--- config.mk ---
export PLATFORM = sky130hd
export DESIGN_NAME = mux_scan_reg
export DESIGN_NICKNAME = d
export VERILOG_FILES = /design/src/rtl/mux_pkg.sv /design/src/rtl/rr_next_ch.sv /design/src/rtl/mux_scan_reg.sv
export SDC_FILE = /design/constraint.sdc
export NUM_CORES = 1
export LEC_CHECK = 0
export BUFFER_PORTS_ARGS = -buffer_cell sky130_fd_sc_hd__buf_4
export CAP_MARGIN = 5
export CELL_PAD_IN_SITES_DETAIL_PLACEMENT = 1
export CELL_PAD_IN_SITES_GLOBAL_PLACEMENT = 2
export CORE_ASPECT_RATIO = 1.5
export CORE_MARGIN = 2
export CORE_UTILIZATION = 34
export CTS_BUF_LIST = sky130_fd_sc_hd__clkbuf_8 sky130_fd_sc_hd__clkbuf_16
export CTS_CLUSTER_SIZE = 16
export DETAILED_ROUTE_END_ITERATION = 10
export PLACE_DENSITY = 0.82
export SKIP_LAST_GASP = 1
export SLEW_MARGIN = 20
export SYNTH_ARGS = -nofsm -noshare
export SYNTH_HDL_FRONTEND = slang
export SYNTH_SLANG_ARGS = --single-unit
--- constraint.sdc ---
create_clock -name clk -period 6.5 [get_ports clk]
set_input_delay 0.975 -clock clk [delete_from_list [all_inputs] [get_ports clk]]
set_output_delay 0.975 -clock clk [all_outputs]
set_load 0.05 [all_outputs]
--- src/rtl/mux_pkg.sv ---
// Shared definitions for the scan/select multiplexer: mode encodings and a
// constant-evaluable ceil(log2) used to size select and counter fields.
package mux_pkg;

  localparam logic MODE_MANUAL = 1'b0;
  localparam logic MODE_AUTO   = 1'b1;

  function automatic int clog2(input int v);
    int r;
    r = 0;
    while ((1 << r) < v) r++;
    return r;
  endfunction

endpackage

--- src/rtl/rr_next_ch.sv ---
// Round-robin search: the first enabled channel at (incl=1) or after (incl=0)
// a start index, wrapping N_CH-1 -> 0. Out-of-range starts wrap to channel 0.
module rr_next_ch
  import mux_pkg::*;
#(
  parameter  int N_CH = 16,
  localparam int SW   = clog2(N_CH)
) (
  input  logic [N_CH-1:0] mask,
  input  logic [SW-1:0]   start,
  input  logic            incl,
  output logic [SW-1:0]   next,
  output logic            any_en
);

  int unsigned base;
  int unsigned idx;
  logic        found;

  always_comb begin
    next  = '0;
    found = 1'b0;
    idx   = 32'd0;
    base  = (32'(start) >= 32'(N_CH)) ? 32'd0 : 32'(start);
    for (int k = 0; k < N_CH; k++) begin
      idx = (base + 32'(k) + (incl ? 32'd0 : 32'd1)) % 32'(N_CH);
      if (!found && mask[SW'(idx)]) begin
        next  = SW'(idx);
        found = 1'b1;
      end
    end
  end

  assign any_en = |mask;

endmodule

--- src/rtl/mux_scan_reg.sv ---
// N-channel registered multiplexer with manual select or dwell-based
// round-robin auto scan, presenting samples over a valid/ready handshake.
module mux_scan_reg
  import mux_pkg::*;
#(
  parameter  int N_CH  = 16,
  parameter  int W     = 1,
  parameter  int DWELL = 1,
  localparam int SW    = clog2(N_CH)
) (
  input  logic              clk,
  input  logic              rst,
  input  logic [N_CH*W-1:0] i,
  input  logic [SW-1:0]     s,
  input  logic              mode,
  input  logic [N_CH-1:0]   en_mask,
  output logic [W-1:0]      y,
  output logic [SW-1:0]     y_ch,
  output logic              y_valid,
  input  logic              y_ready
);

  localparam int DCW = (DWELL > 1) ? clog2(DWELL) : 1;

  logic [SW-1:0]  ptr;
  logic [DCW-1:0] dwell_cnt;
  logic           first;

  logic [SW-1:0]  first_idx;
  logic [SW-1:0]  adv_idx;
  logic           first_any;
  logic           adv_any;
  logic           mask_any;
  logic [SW-1:0]  sel;
  logic [DCW-1:0] dwell_now;
  logic           sel_en;
  logic           advance;
  logic           load;

  // Channel pick; indices beyond the last channel read as zero.
  function automatic logic [W-1:0] pick(input logic [N_CH*W-1:0] d,
                                        input logic [SW-1:0]     idx);
    logic [W-1:0] r;
    r = '0;
    for (int k = 0; k < N_CH; k++) begin
      if (32'(idx) == k) r = d[k*W +: W];
    end
    return r;
  endfunction

  rr_next_ch #(.N_CH(N_CH)) u_first (
    .mask   (en_mask),
    .start  (s),
    .incl   (1'b1),
    .next   (first_idx),
    .any_en (first_any)
  );

  rr_next_ch #(.N_CH(N_CH)) u_adv (
    .mask   (en_mask),
    .start  (sel),
    .incl   (1'b0),
    .next   (adv_idx),
    .any_en (adv_any)
  );

  assign mask_any  = first_any & adv_any;
  assign load      = !y_valid || y_ready;

  // The first auto load samples the start search directly, so the
  // dwell count behaves as if it had just been cleared.
  assign sel       = first ? first_idx : ptr;
  assign dwell_now = first ? '0 : dwell_cnt;
  assign sel_en    = |(en_mask & (N_CH'(1) << sel));
  assign advance   = (dwell_now == DCW'(DWELL - 1)) || !sel_en;

  // Output register stage: one clock from inputs to y
  always_ff @(posedge clk or posedge rst) begin
    if (rst) begin
      y         <= '0;
      y_ch      <= '0;
      y_valid   <= 1'b0;
      ptr       <= '0;
      dwell_cnt <= '0;
      first     <= 1'b1;
    end else if (load) begin
      if (mode == MODE_MANUAL) begin
        y       <= pick(i, s);
        y_ch    <= s;
        y_valid <= 1'b1;
        first   <= 1'b1;
      end else if (!mask_any) begin
        y_valid <= 1'b0;
      end else begin
        y       <= pick(i, sel);
        y_ch    <= sel;
        y_valid <= 1'b1;
        first   <= 1'b0;
        if (advance) begin
          ptr       <= adv_idx;
          dwell_cnt <= '0;
        end else begin
          ptr       <= sel;
          dwell_cnt <= dwell_now + 1'b1;
        end
      end
    end
  end

endmodule
Word-level counts from Yosys, hierarchy flattened

Cells that the tools add are included.

Reductions and logical operators: 70
Bitwise logic cells: 2
Muxes and demuxes: 170
Shift-type cells: 1
Equal/unequal tests: 31
Order comparisons: 32
Add/sub/neg operators: 46

Operators with widths:

| cell                   | count |
|---|---|
| $lt A4 B5 Y1 const B   | 32 |
| $mux W4                | 36 |
| $bmux W1 S4            | 32 |
| $mux W1                | 102 |
| $add A4 B1 Y4 const B  | 17 |
| $add A4 B4 Y4 const B  | 16 |
| $eq A4 B4 Y1 const B   | 16 |
| $add A4 B3 Y4 const B  | 8 |
| $eq A4 B3 Y1 const B   | 8 |
| $logic_not A1 Y1       | 32 |
| $reduce_or A16 Y1      | 2 |
| $logic_and A1 B1 Y1    | 30 |
| $add A4 B2 Y4 const B  | 4 |
| $and A16 B16 Y16       | 1 |
| $eq A4 B2 Y1 const B   | 4 |
| $shl A1 B4 Y16 const A | 1 |
| $eq A4 B1 Y1 const B   | 2 |
| $logic_not A4 Y1       | 2 |
| $reduce_and A3 Y1      | 1 |
| $logic_or A1 B1 Y1     | 2 |
| $ne A2 B1 Y1 const B   | 1 |
| $reduce_and A2 Y1      | 1 |
| $add A1 B1 Y1 const B  | 1 |
| $not A1 Y1             | 1 |

Bits of input ports: 40
Register bits: 12
Output and inout port bits: 6

Longest topological paths before layout

Word-level depth: 99
Mapped depth: 34

Hierarchy

A second synthesis with hierarchy kept.

Cell total of the unflattened synthesis: 661
Area total of the unflattened synthesis: 5861.9 sq um

By module, submodules not included:

| module       | seq. area each (sq um) | area each (sq um) | instances | cells an instance |
|---|---|---|---|---|
| rr_next_ch   | 0.0                    | 2301.0            | 2         | 261 |
| mux_scan_reg | 301.5                  | 1260.0            | 1         | 139 |

Least setup slack after synthesis

No wires, ideal clock.

Path kind: input to register
Start point: in s[1]
End point: reg ptr[2]
Data arrival time: 8926 ps
Stages: 31
Setup slack: -2568 ps
Path buffers: 8
Cell sequence: buf_4 buf_2 buf_2 inv_1 ha_1 buf_6 mux4_2 mux2i_2 mux2_2 nand4_1 or4_1 a2111oi_2 a221oi_1 a211o_1 clkbuf_1 clkbuf_1 nor2_1 clkbuf_1 ha_1 inv_1 o31a_1 xnor2_1 mux4_2 or3_1 buf_2 or3_4 nor4_4 a32o_1 a31oi_1 nand4_1 o22ai_1

Cells in the longest elaborated chain, start to end: 99
Elaborated cells on any way between the ends: 238

RTL lines:

| item                                                   | RTL line            | source |
|---|---|---|
| from (decl)                                            | mux_scan_reg.sv:14  | `input logic [SW-1:0] s,` |
| branches (longest 47 deep; another with $add A4 B1 Y4) | --                  |  |
| $mux W4 (*)                                            | rr_next_ch.sv:27    | `if (!found && mask[SW'(idx)]) begin` |
| $mux W4 (*)                                            | mux_scan_reg.sv:72  | `assign sel = first ? first_idx : ptr;` |
| branches (longest 49 deep; another with $add A4 B1 Y4) | --                  |  |
| $mux W4 (*)                                            | mux_scan_reg.sv:99  | `if (advance) begin` |
| to (signal assigned)                                   | mux_scan_reg.sv:100 | `ptr <= adv_idx;` |
| to (signal assigned)                                   | mux_scan_reg.sv:103 | `ptr <= sel;` |
| to (decl)                                              | mux_scan_reg.sv:25  | `logic [SW-1:0] ptr;` |

Mark *: on every way between the ends. The select of a mux whose other input is x is not followed.
A chain may end at the register's enable or synchronous reset.

Worst setup path after layout

Start point: in s[2]
End point: reg ptr[2]

Same word-level chain as after synthesis.

==> run_results.csv <==
group,metric,value,unit
placement,gp_congestion,1.12,
critical_path,cp_data_arrival_time,7150,ps
floorplanning,die_area,18200,µm²
synth,synth_edf_count,0,
critical_path,startpoint,"s[2]",
routing,initialDrtViolationCount,737,
critical_path,critPathSlowestCell,"or4_4",
synth,netlist_area,5820,µm²
global_routing,grt_pass1_wl,49300,µm
routing,drt_wl_total,33500,µm
global_routing,grt_max_degree,27,
synth,ys_warn_count,0,
cells_and_area,multi_input_comb_area,5650,µm²
synth,yosysSeqAreaShare,0.0518,
routing,viasPerCell,6.64,
critical_path,slowest_delay,590,ps
cells_and_area,regArea,302,µm²
routing,ant_nets,0,
sta,finalCriticalPeriod,6990,ps
critical_path,crit_path_end_kind,"register",
critical_path,path_class,"primary input to register",
outcome,status,"finished with violations",
global_routing,antenna_found_initial,0,
critical_path,cp.required,6660,ps
routing,wl_per_cell,27.4,µm
sta,fin_skew,0.924,ps
synth,postSynthCellCount,734,
sta,slew_headroom,0.387,
global_routing,grt.overflow.total,0,
clocking,worstSkewPairLatency,240,ps
critical_path,r2r_start,"first",
synth,synth_flop_cell,"dfrtp_1",
power_and_ir_drop,p_total,4.21,mW
clocking,cts_sinks,12,
cells_and_area,layout_commonest_cell,"buf_4",
cells_and_area,area_growth,52.6,%
floorplanning,rows,58,
sta,hold_viol,0,
critical_path,path_common_cell,"buf_4",
power_and_ir_drop,power_density,474,nW/µm²
clocking,cts_made_buffers,3,
synth,synth_cell_types,89,
sta,tightest_slew,912,ps
floorplanning,dieHeight,164,µm
cells_and_area,n_fill_cell,1990,
routing,vias,8106,
floorplanning,die_w,111,µm
synth,async_reset_ff_frac,1.00,
job,maxCapViolCount,0,
synth,synth_area_per_cell,7.93,µm²
placement,hpwl,25000,µm
floorplanning,ios,46,
critical_path,crit_fanout,5,
cells_and_area,layout_common_cells,"310 x buf_4, 66 x nand2_1, 51 x mux2i_1",
floorplanning,core,16800,µm²
cells_and_area,diodes,0,
clocking,clk_pin_slew,40,ps
outcome,violations,"negative setup slack",
sta,tns,-1790,ps
clocking,cts_tree,"yes",
synth,synth-seq-cells,12,
clocking,cts_max_level,1,
sta,post-route-period-util,1.08,
hold_path,min-delay-start,"y_ch[3]",
sta,finalSetupViolCount,4,
placement,port_buffers,45,
critical_path,worst_setup_path_start_kind,"primary input",
sta,worst_slack,-491,ps
sta,slew_viol_final,0,
clocking,ctsHoldBuffers,0,
routing,dr.pass1.iters,5,
cells_and_area,fin_util,0.530,
routing,drc,0,
global_routing,grt_use_total,0.343,
clocking,clk_path_buf_depth,2,
clocking,root_buffer,"clkbuf_16",
sta,rsz0062_at_grt,"true",
synth,syn-num-nets,801,
cells_and_area,nets,1079,
global_routing,first_global_vias,8844,
cells_and_area,final_cells,1221,
hold_path,hold_class,"register to register",
power_and_ir_drop,leakagePower,3.83,nW
power_and_ir_drop,vdd_drop_max,554,µV
sta,timing.fmax,143,MHz
placement,placedCellCount,1191,
cells_and_area,drive_gt1_frac,0.475,
floorplanning,start_util,0.347,
[cell families (layout without fill, tap and decap cells)]
group / after synthesis / count (layout) / synth area share
compound gates: 238 / 238 / 0.294
simple gates: 231 / 231 / 0.207
mux: 131 / 131 / 0.298
buf+inv: 75 / 352 / 0.0578
fa+ha+maj: 27 / 27 / 0.0580
xor+xnor: 20 / 20 / 0.0327
flops: 12 / 12 / 0.0518
[registers in the layout (all words and copies together) (netlist names)]
register	flops
y_ch	4
ptr	4
first	1
y_valid	1
y	1
dwell_cnt	1
[final cells by class]
cell class              instances  share of cell area
clock inverters                 1            0.000423
repair buffers                322               0.280
well taps                     210              0.0296
flip-flops and latches         12              0.0339
multi-input cells             647               0.635
inverters                      26              0.0121
clock buffers                   3             0.00845
[repair_timing]
action                     in CTS  in global routing
pin swaps                      16                 21
setup endpoints to repair       4                  5
resized for setup              38                 44
setup buffers                  12                 14
[worst max-delay path, delay by kind of cell]
kind	cells	cell delay [ps]
adders and majority gates	2	580
AOI/OAI and AO/OA	9	2080
and+or+nand+nor	6	1680
buffers and inverters	7	940
muxes	3	870
[path summary, 6_finish.rpt]
kind	to	slack, ps	cells past startpoint
setup / recovery	ptr[2]	-490	27
min in group asynchronous	y_valid	750	2
max in group asynchronous	first	5400	2
hold reg to reg	y_ch[3]	510	1
hold / removal	y_ch[3]	510	1
setup reg to reg	ptr[2]	1650	16
[Yosys cell counts (7+ instances only)]
| cell | n | area, µm² |
|---|---|---|
| nand2_1 | 66 | 248 |
| mux2i_1 | 60 | 601 |
| nor2_1 | 46 | 173 |
| a21oi_1 | 43 | 215 |
| mux2_2 | 35 | 394 |
| o21ai_0 | 35 | 175 |
| clkbuf_1 | 33 | 124 |
| mux4_2 | 28 | 631 |
| ha_1 | 27 | 338 |
| o22ai_1 | 22 | 138 |
| nand3_1 | 21 | 105 |
| inv_1 | 19 | 71.3 |
| o211ai_1 | 18 | 135 |
| nor2b_1 | 16 | 100 |
| nor3_1 | 14 | 70.1 |
| xnor2_1 | 13 | 114 |
| a22oi_1 | 11 | 82.6 |
| dfrtp_1 | 11 | 275 |
| and2_1 | 10 | 62.6 |
| nand2b_1 | 10 | 62.6 |
| a31oi_1 | 9 | 56.3 |
| buf_2 | 8 | 40.0 |
| nor4_1 | 8 | 50.1 |
| nand4_1 | 7 | 43.8 |
[per-stage QoR]
step,instance area (µm²),hold slack [ps],worst slack [ps]
floorplan,5980,454,-1370
global placement,8170,477,-481
detailed placement,8170,496,-961
CTS,8550,508,-190
global route,8880,513,-659
finish,8880,506,-491
[report_power, final]
part	leakage [nW]	total [mW]	internal [mW]	switching, mW
Clock	0.0423	0.114	0.0810	0.0329
Combinational	3.65	3.98	1.85	2.12
Sequential	0.138	0.117	0.0971	0.0197
Total	3.83	4.21	2.03	2.18
[per-layer routing]
layer | up-vias | share of wire | GRT usage
li1 | 3446 | - | -
met5 | - | 0 | 0
met4 | 0 | 0.11 | 0.334
met2 | 459 | 0.51 | 0.637
met1 | 3972 | 0.32 | 0.324
met3 | 229 | 0.057 | 0.0384
No activity file was read; power rests on OpenSTA's default activity.
